**src/rtl/fifo_pkg.sv**
```systemverilog
// Shared types and helpers for the shift-register FIFO family.
`default_nettype none

package fifo_pkg;

  // Occupancy counter width able to hold 0..depth inclusive.
  function automatic int cnt_w(input int depth);
    return $clog2(depth + 1);
  endfunction

  typedef struct packed {
    logic overflow;
    logic underflow;
  } err_flags_t;

endpackage

`default_nettype wire

```
**src/rtl/fifo_occ_ctrl.sv**
```systemverilog
// Occupancy control: acceptance, count register, level flags and sticky errors.
`default_nettype none

module fifo_occ_ctrl
  import fifo_pkg::*;
#(
  parameter int DEPTH      = 4,
  parameter int AFULL_LVL  = DEPTH - 1,
  parameter int AEMPTY_LVL = 1,
  parameter int CW         = cnt_w(DEPTH)
) (
  input  logic          clk,
  input  logic          rst_n,
  input  logic          rst,
  input  logic          wr_en,
  input  logic          rd_en,
  input  logic          clr_err,
  output logic          wr_acc,
  output logic [CW-1:0] count,
  output logic          full,
  output logic          empty,
  output logic          almost_full,
  output logic          almost_empty,
  output err_flags_t    err
);

  logic [CW-1:0] r_count;
  err_flags_t    r_err;
  logic          w_rd_acc;

  // Flags depend only on the count register, never on this cycle's requests.
  assign full         = (r_count == CW'(DEPTH));
  assign empty        = (r_count == '0);
  assign almost_full  = (r_count >= CW'(AFULL_LVL));
  assign almost_empty = (r_count <= CW'(AEMPTY_LVL));

  assign wr_acc   = wr_en & ~full;
  assign w_rd_acc = rd_en & ~empty;

  always_ff @(posedge clk or negedge rst_n) begin
    if (!rst_n) begin
      r_count <= '0;
    end else if (rst) begin
      r_count <= '0;
    end else begin
      case ({wr_acc, w_rd_acc})
        2'b10:   r_count <= r_count + CW'(1);
        2'b01:   r_count <= r_count - CW'(1);
        default: r_count <= r_count;
      endcase
    end
  end

  // A new error event in the same cycle as clr_err keeps the flag set.
  always_ff @(posedge clk or negedge rst_n) begin
    if (!rst_n) begin
      r_err <= '0;
    end else if (rst) begin
      r_err <= '0;
    end else begin
      r_err.overflow  <= (r_err.overflow  & ~clr_err) | (wr_en & full);
      r_err.underflow <= (r_err.underflow & ~clr_err) | (rd_en & empty);
    end
  end

  assign count = r_count;
  assign err   = r_err;

endmodule

`default_nettype wire

```
**src/rtl/shift_fifo_v2.sv**
```systemverilog
// First-word-fall-through FIFO built on a shift register; newest word at index 0.
`default_nettype none

module shift_fifo_v2
  import fifo_pkg::*;
#(
  parameter int WIDTH      = 10,
  parameter int DEPTH      = 4,
  parameter int AFULL_LVL  = DEPTH - 1,
  parameter int AEMPTY_LVL = 1
) (
  input  logic                     clk,
  input  logic                     rst_n,
  input  logic                     rst,
  input  logic                     wr_en,
  input  logic [WIDTH-1:0]         wr_data,
  output logic                     full,
  output logic                     almost_full,
  input  logic                     rd_en,
  output logic [WIDTH-1:0]         rd_data,
  output logic                     empty,
  output logic                     almost_empty,
  output logic [cnt_w(DEPTH)-1:0]  count,
  output logic                     overflow,
  output logic                     underflow,
  input  logic                     clr_err
);

  localparam int CW = cnt_w(DEPTH);

  if (DEPTH < 2) begin : g_chk_depth
    $error("shift_fifo_v2: DEPTH must be >= 2");
  end
  if (AFULL_LVL < 1 || AFULL_LVL > DEPTH) begin : g_chk_afull
    $error("shift_fifo_v2: AFULL_LVL must be within 1..DEPTH");
  end
  if (AEMPTY_LVL < 0 || AEMPTY_LVL >= DEPTH) begin : g_chk_aempty
    $error("shift_fifo_v2: AEMPTY_LVL must be within 0..DEPTH-1");
  end

  logic             w_wr_acc;
  err_flags_t       w_err;
  logic [WIDTH-1:0] r_sreg [DEPTH];

  fifo_occ_ctrl #(
    .DEPTH      (DEPTH),
    .AFULL_LVL  (AFULL_LVL),
    .AEMPTY_LVL (AEMPTY_LVL),
    .CW         (CW)
  ) u_occ (
    .clk          (clk),
    .rst_n        (rst_n),
    .rst          (rst),
    .wr_en        (wr_en),
    .rd_en        (rd_en),
    .clr_err      (clr_err),
    .wr_acc       (w_wr_acc),
    .count        (count),
    .full         (full),
    .empty        (empty),
    .almost_full  (almost_full),
    .almost_empty (almost_empty),
    .err          (w_err)
  );

  assign overflow  = w_err.overflow;
  assign underflow = w_err.underflow;

  // Storage is deliberately left out of reset; the count alone defines validity.
  always_ff @(posedge clk) begin
    if (w_wr_acc) begin
      r_sreg[0] <= wr_data;
      for (int i = 1; i < DEPTH; i++) begin
        r_sreg[i] <= r_sreg[i-1];
      end
    end
  end

  always_comb begin
    rd_data = '0;
    for (int i = 0; i < DEPTH; i++) begin
      if (count == CW'(i + 1)) begin
        rd_data = r_sreg[i];
      end
    end
  end

endmodule

`default_nettype wire

```
**config.mk**
```make
export PLATFORM = sky130hd
export DESIGN_NAME = shift_fifo_v2
export DESIGN_NICKNAME = d
export VERILOG_FILES = /design/src/rtl/fifo_pkg.sv /design/src/rtl/fifo_occ_ctrl.sv /design/src/rtl/shift_fifo_v2.sv
export SDC_FILE = /design/constraint.sdc
export NUM_CORES = 1
export LEC_CHECK = 0
export ABC_CLOCK_PERIOD_IN_PS = 4900
export CAP_MARGIN = 20
export CELL_PAD_IN_SITES_DETAIL_PLACEMENT = 1
export CELL_PAD_IN_SITES_GLOBAL_PLACEMENT = 1
export CORE_AREA = 3 3 75 77
export CTS_BUF_LIST = sky130_fd_sc_hd__clkbuf_4
export DETAILED_ROUTE_END_ITERATION = 10
export DIE_AREA = 0 0 78 80
export GPL_TIMING_DRIVEN = 1
export PLACE_DENSITY = 0.71
export SLEW_MARGIN = 5
export SYNTH_ARGS = -nofsm -noshare
export SYNTH_HDL_FRONTEND = slang
export SYNTH_SLANG_ARGS = --single-unit
export TNS_END_PERCENT = 30
```
**constraint.sdc**
```tcl
create_clock -name clk -period 4.9 [get_ports clk]
set_clock_uncertainty 0.15 [all_clocks]
set_input_delay 0.49 -clock clk [delete_from_list [all_inputs] [get_ports clk]]
set_output_delay 0.49 -clock clk [all_outputs]
set_load 0.02 [all_outputs]
```
==> results by group <==
Floorplan
  • Die area: 6240 um2
  • Die H: 80 um
  • Core Rows: 26
  • Core ar.: 5070 um2
  • Initial core utilization: 39.6%
  • Top Ports: 35
  • Die X: 78 um

Pwr
  • P per Cell Area: 566 nW/um2
  • Maximum vdd ir drop: 0.208 mV
  • Leak Pwr: 0.833 nW
  • Total power: 0.00140 W

Route
  • Vias per cell: 5.35
  • 1st-iter DRT viols: 79
  • Detailed Routing Iterations Pass 1: 4
  • DR WL/cell: 16.8 um
  • Vias: 1317
  • DRC: 0
  • Final WL: 4.14 mm
  • Routed Antenna Nets: 0

Final layout
  • Diodes inserted: 0
  • Layout cells sized above 1: 7.39%
  • Nets@finish: 197
  • Register area: 1330 um2
  • Syn-to-layout area delta: 22.8%
  • Multi-input logic area: 627 um2
  • Layout filler cell count: 552

Synthesis
  • Async set-reset flop share out of synthesis: 11.1%
  • Post-synth EDFFs: 40
  • Largest area contributor in the netlist: edfxtp_1
  • Primary FF master, synth: edfxtp_1
  • Most frequent cells after synthesis: edfxtp_1 (40), nor2b_1 (13), a221oi_1 (10)
  • Seq/Total Area, Yosys: 65.9%
  • Main area contributors after synthesis: edfxtp_1 (60%), dfrtp_1 (6.2%), a221oi_1 (4.4%)
  • Avg Cell Area, Syn: 14.1 um2
  • Synth Register Bits: 45
  • Syn. warnings: 0
  • Mapped Cells: 143
  • Most common cell in the netlist: edfxtp_1
  • Mapped Area: 2010 um2
  • Mapped Nets: 165
  • Top-area cell type share of the netlist area: 59.7%
  • Synth cell types: 34

Setup path
  • Setup CP Type: flip-flop to output pin
  • Reg-to-Reg Start: u_occ.count[1]$_DFFE_PN0P_
  • Slowest stage delay, CP: 0.70 ns
  • Reg-to-Reg End: r_sreg[2][8]$_DFFE_PP_
  • CP Data Required Time: 4.26 ns
  • Worst Path Arrival: 3.50 ns
  • CP max FO: 22
  • Setup crit start kind: flip-flop
  • Worst r2r path cells: 4
  • Slowest-stage cell, CP: nor2b_1
  • Worst path cell trace: inv_1 -> ha_1 -> nor2b_1 -> a22oi_1 -> o31ai_1 -> clkdlybuf4s50_1
  • Critical path origin: u_occ.count[2]$_DFFE_PN0P_
  • CP endpoint kind: output pin
  • Worst setup path endpoint: rd_data[7]
  • FF-to-FF setup slack: 2.69 ns

Clock network
  • Setup Buffers After CTS: 0
  • CTS tree: done
  • Clock Tree Buf Depth: 2
  • Worst-path clk slew: 0.13 ns
  • H-tree Lvls: 2
  • PostCTS Resize Cnt: 0
  • CTS sink count: 45
  • Root Driver: clkbuf_4
  • Num CTS Buffers: 5
  • Clock latency on the worst-skew pair: 0.35 ns
  • Hold_buf cts: 0

STA
  • Final hold vios: 0
  • Slew margin rel.: 48.9%
  • Final Max Slew Viols: 0
  • F_max: 0.241 GHz
  • Least-Margin Pin Slew: 0.765 ns
  • Fin Hold WS: 0.189 ns
  • Final setup violation count: 0
  • Tcrit/Tclk final: 84.5%
  • RSZ-0062 raised after global routing: false
  • Fin crit period: 4.14 ns
  • Setup TNS: 0 ns

Min path
  • HP Class: input port to async pin

Global routing
  • Tot GR Track Use: 14.0%
  • Vias in the first global route: 1360
  • Antenna violations before repair: 0
  • GRT overflow: 0
  • Largest net degree at the start of global routing: 41
  • First-pass GRT wire length: 6.84 mm

Placed design
  • Final HPWL DP: 2.96 mm
  • Port bufs: 34
  • GP Congestion: 0.707

Job
  • Max_cap viols: 0

Run status
  • Outcome: completed
per-layer routing:
metal  global-route usage (%)  routed length, um  vias to the layer above
met2                     21.4               1900                       29
met5                        0                  0                        -
met3                     3.95                185                        6
met1                     19.6               2010                      655
li1                         -                  -                      627
met4                     3.67                 48                        0
cell usage in the layout (no fill, tap or decap), drive strengths merged:
cell type       n
a21boi          1
a21oi           4
a221o           2
a221oi         10
a22oi           9
a311o           1
a31oi           2
a41oi           1
and2            1
and3b           1
buf             1
clkbuf          6
clkdlybuf4s50  34
clkinvlp        2
dfrtp           5
edfxtp         40
ha              6
inv             6
mux2            3
nand2           2
nand2b          1
nand3           1
nand3b          2
nor2            6
nor2b          13
nor3            1
nor3b           1
nor4bb          1
o211ai          1
o21ai           2
o221ai          1
o31ai           9
worst min-delay path by stage:
stage / start / endpoint / slack (ns) / cells after the start
final: rst_n / u_occ.err[1]$_DFF_PN0_ / 0.19 / 1
after global routing: rst_n / u_occ.err[1]$_DFF_PN0_ / 0.19 / 1
after CTS: rst_n / u_occ.err[1]$_DFF_PN0_ / 0.19 / 1
after detailed placement: r_sreg[1][0]$_DFFE_PP_ / r_sreg[2][0]$_DFFE_PP_ / 0.29 / 0
after global placement: r_sreg[1][0]$_DFFE_PP_ / r_sreg[2][0]$_DFFE_PP_ / 0.29 / 0
after floorplan: rst_n / u_occ.count[0]$_DFFE_PN0P_ / 0.04 / 0
metrics by stage:
stage	utilization, %	std cells	instance area (um2)	setup slack [ns]
6_report	48.7	246	2470	0.759
5_1_grt	48.7	246	2470	0.479
4_1_cts	48.7	246	2470	0.719
3_5_place_dp	47.5	238	2410	1.13
3_3_place_gp	47.5	238	2410	1.30
2_1_floorplan	-	143	2010	1.01
sequential cells by signal, summed over array words and instances (netlist names):
name,count
u_occ.err,2
u_occ.count,3
r_sreg,40
critical path, delay by kind of cell, from the launching register on:
family / cells / cell delay [ns]
buffers and inverters: 2 / 0.89
AND/OR/NAND/NOR: 1 / 0.70
flip-flops: 1 / 0.65
adder cells (fa/ha/maj): 1 / 0.62
AO/OA/AOI/OAI: 2 / 0.29
power breakdown:
group	leakage, nW	internal, W	switching, W
Combinational	0.349	0.000294	0.000347
Sequential	0.457	0.000510	0.0000648
Clock	0.0279	0.0000617	0.000120
Total	0.833	0.000866	0.000532
layout make-up:
cell class | count | share of cell area [%]
sequential | 45 | 53.7
multi-input combinational | 82 | 25.4
timing repair buffer | 35 | 14.1
tap | 70 | 3.54
clock buffer | 6 | 1.82
inverter | 6 | 0.911
clock inverter | 2 | 0.608
cell families after synthesis:
logic type / share of synthesized area [%]
adder cells (fa/ha/maj): 3.73
buffers and inverters: 3.48
AO/OA/AOI/OAI: 16.3
multiplexers: 1.87
flip-flops: 65.9
AND/OR/NAND/NOR: 8.71
Note: power is estimated with default switching activity, not from simulation.
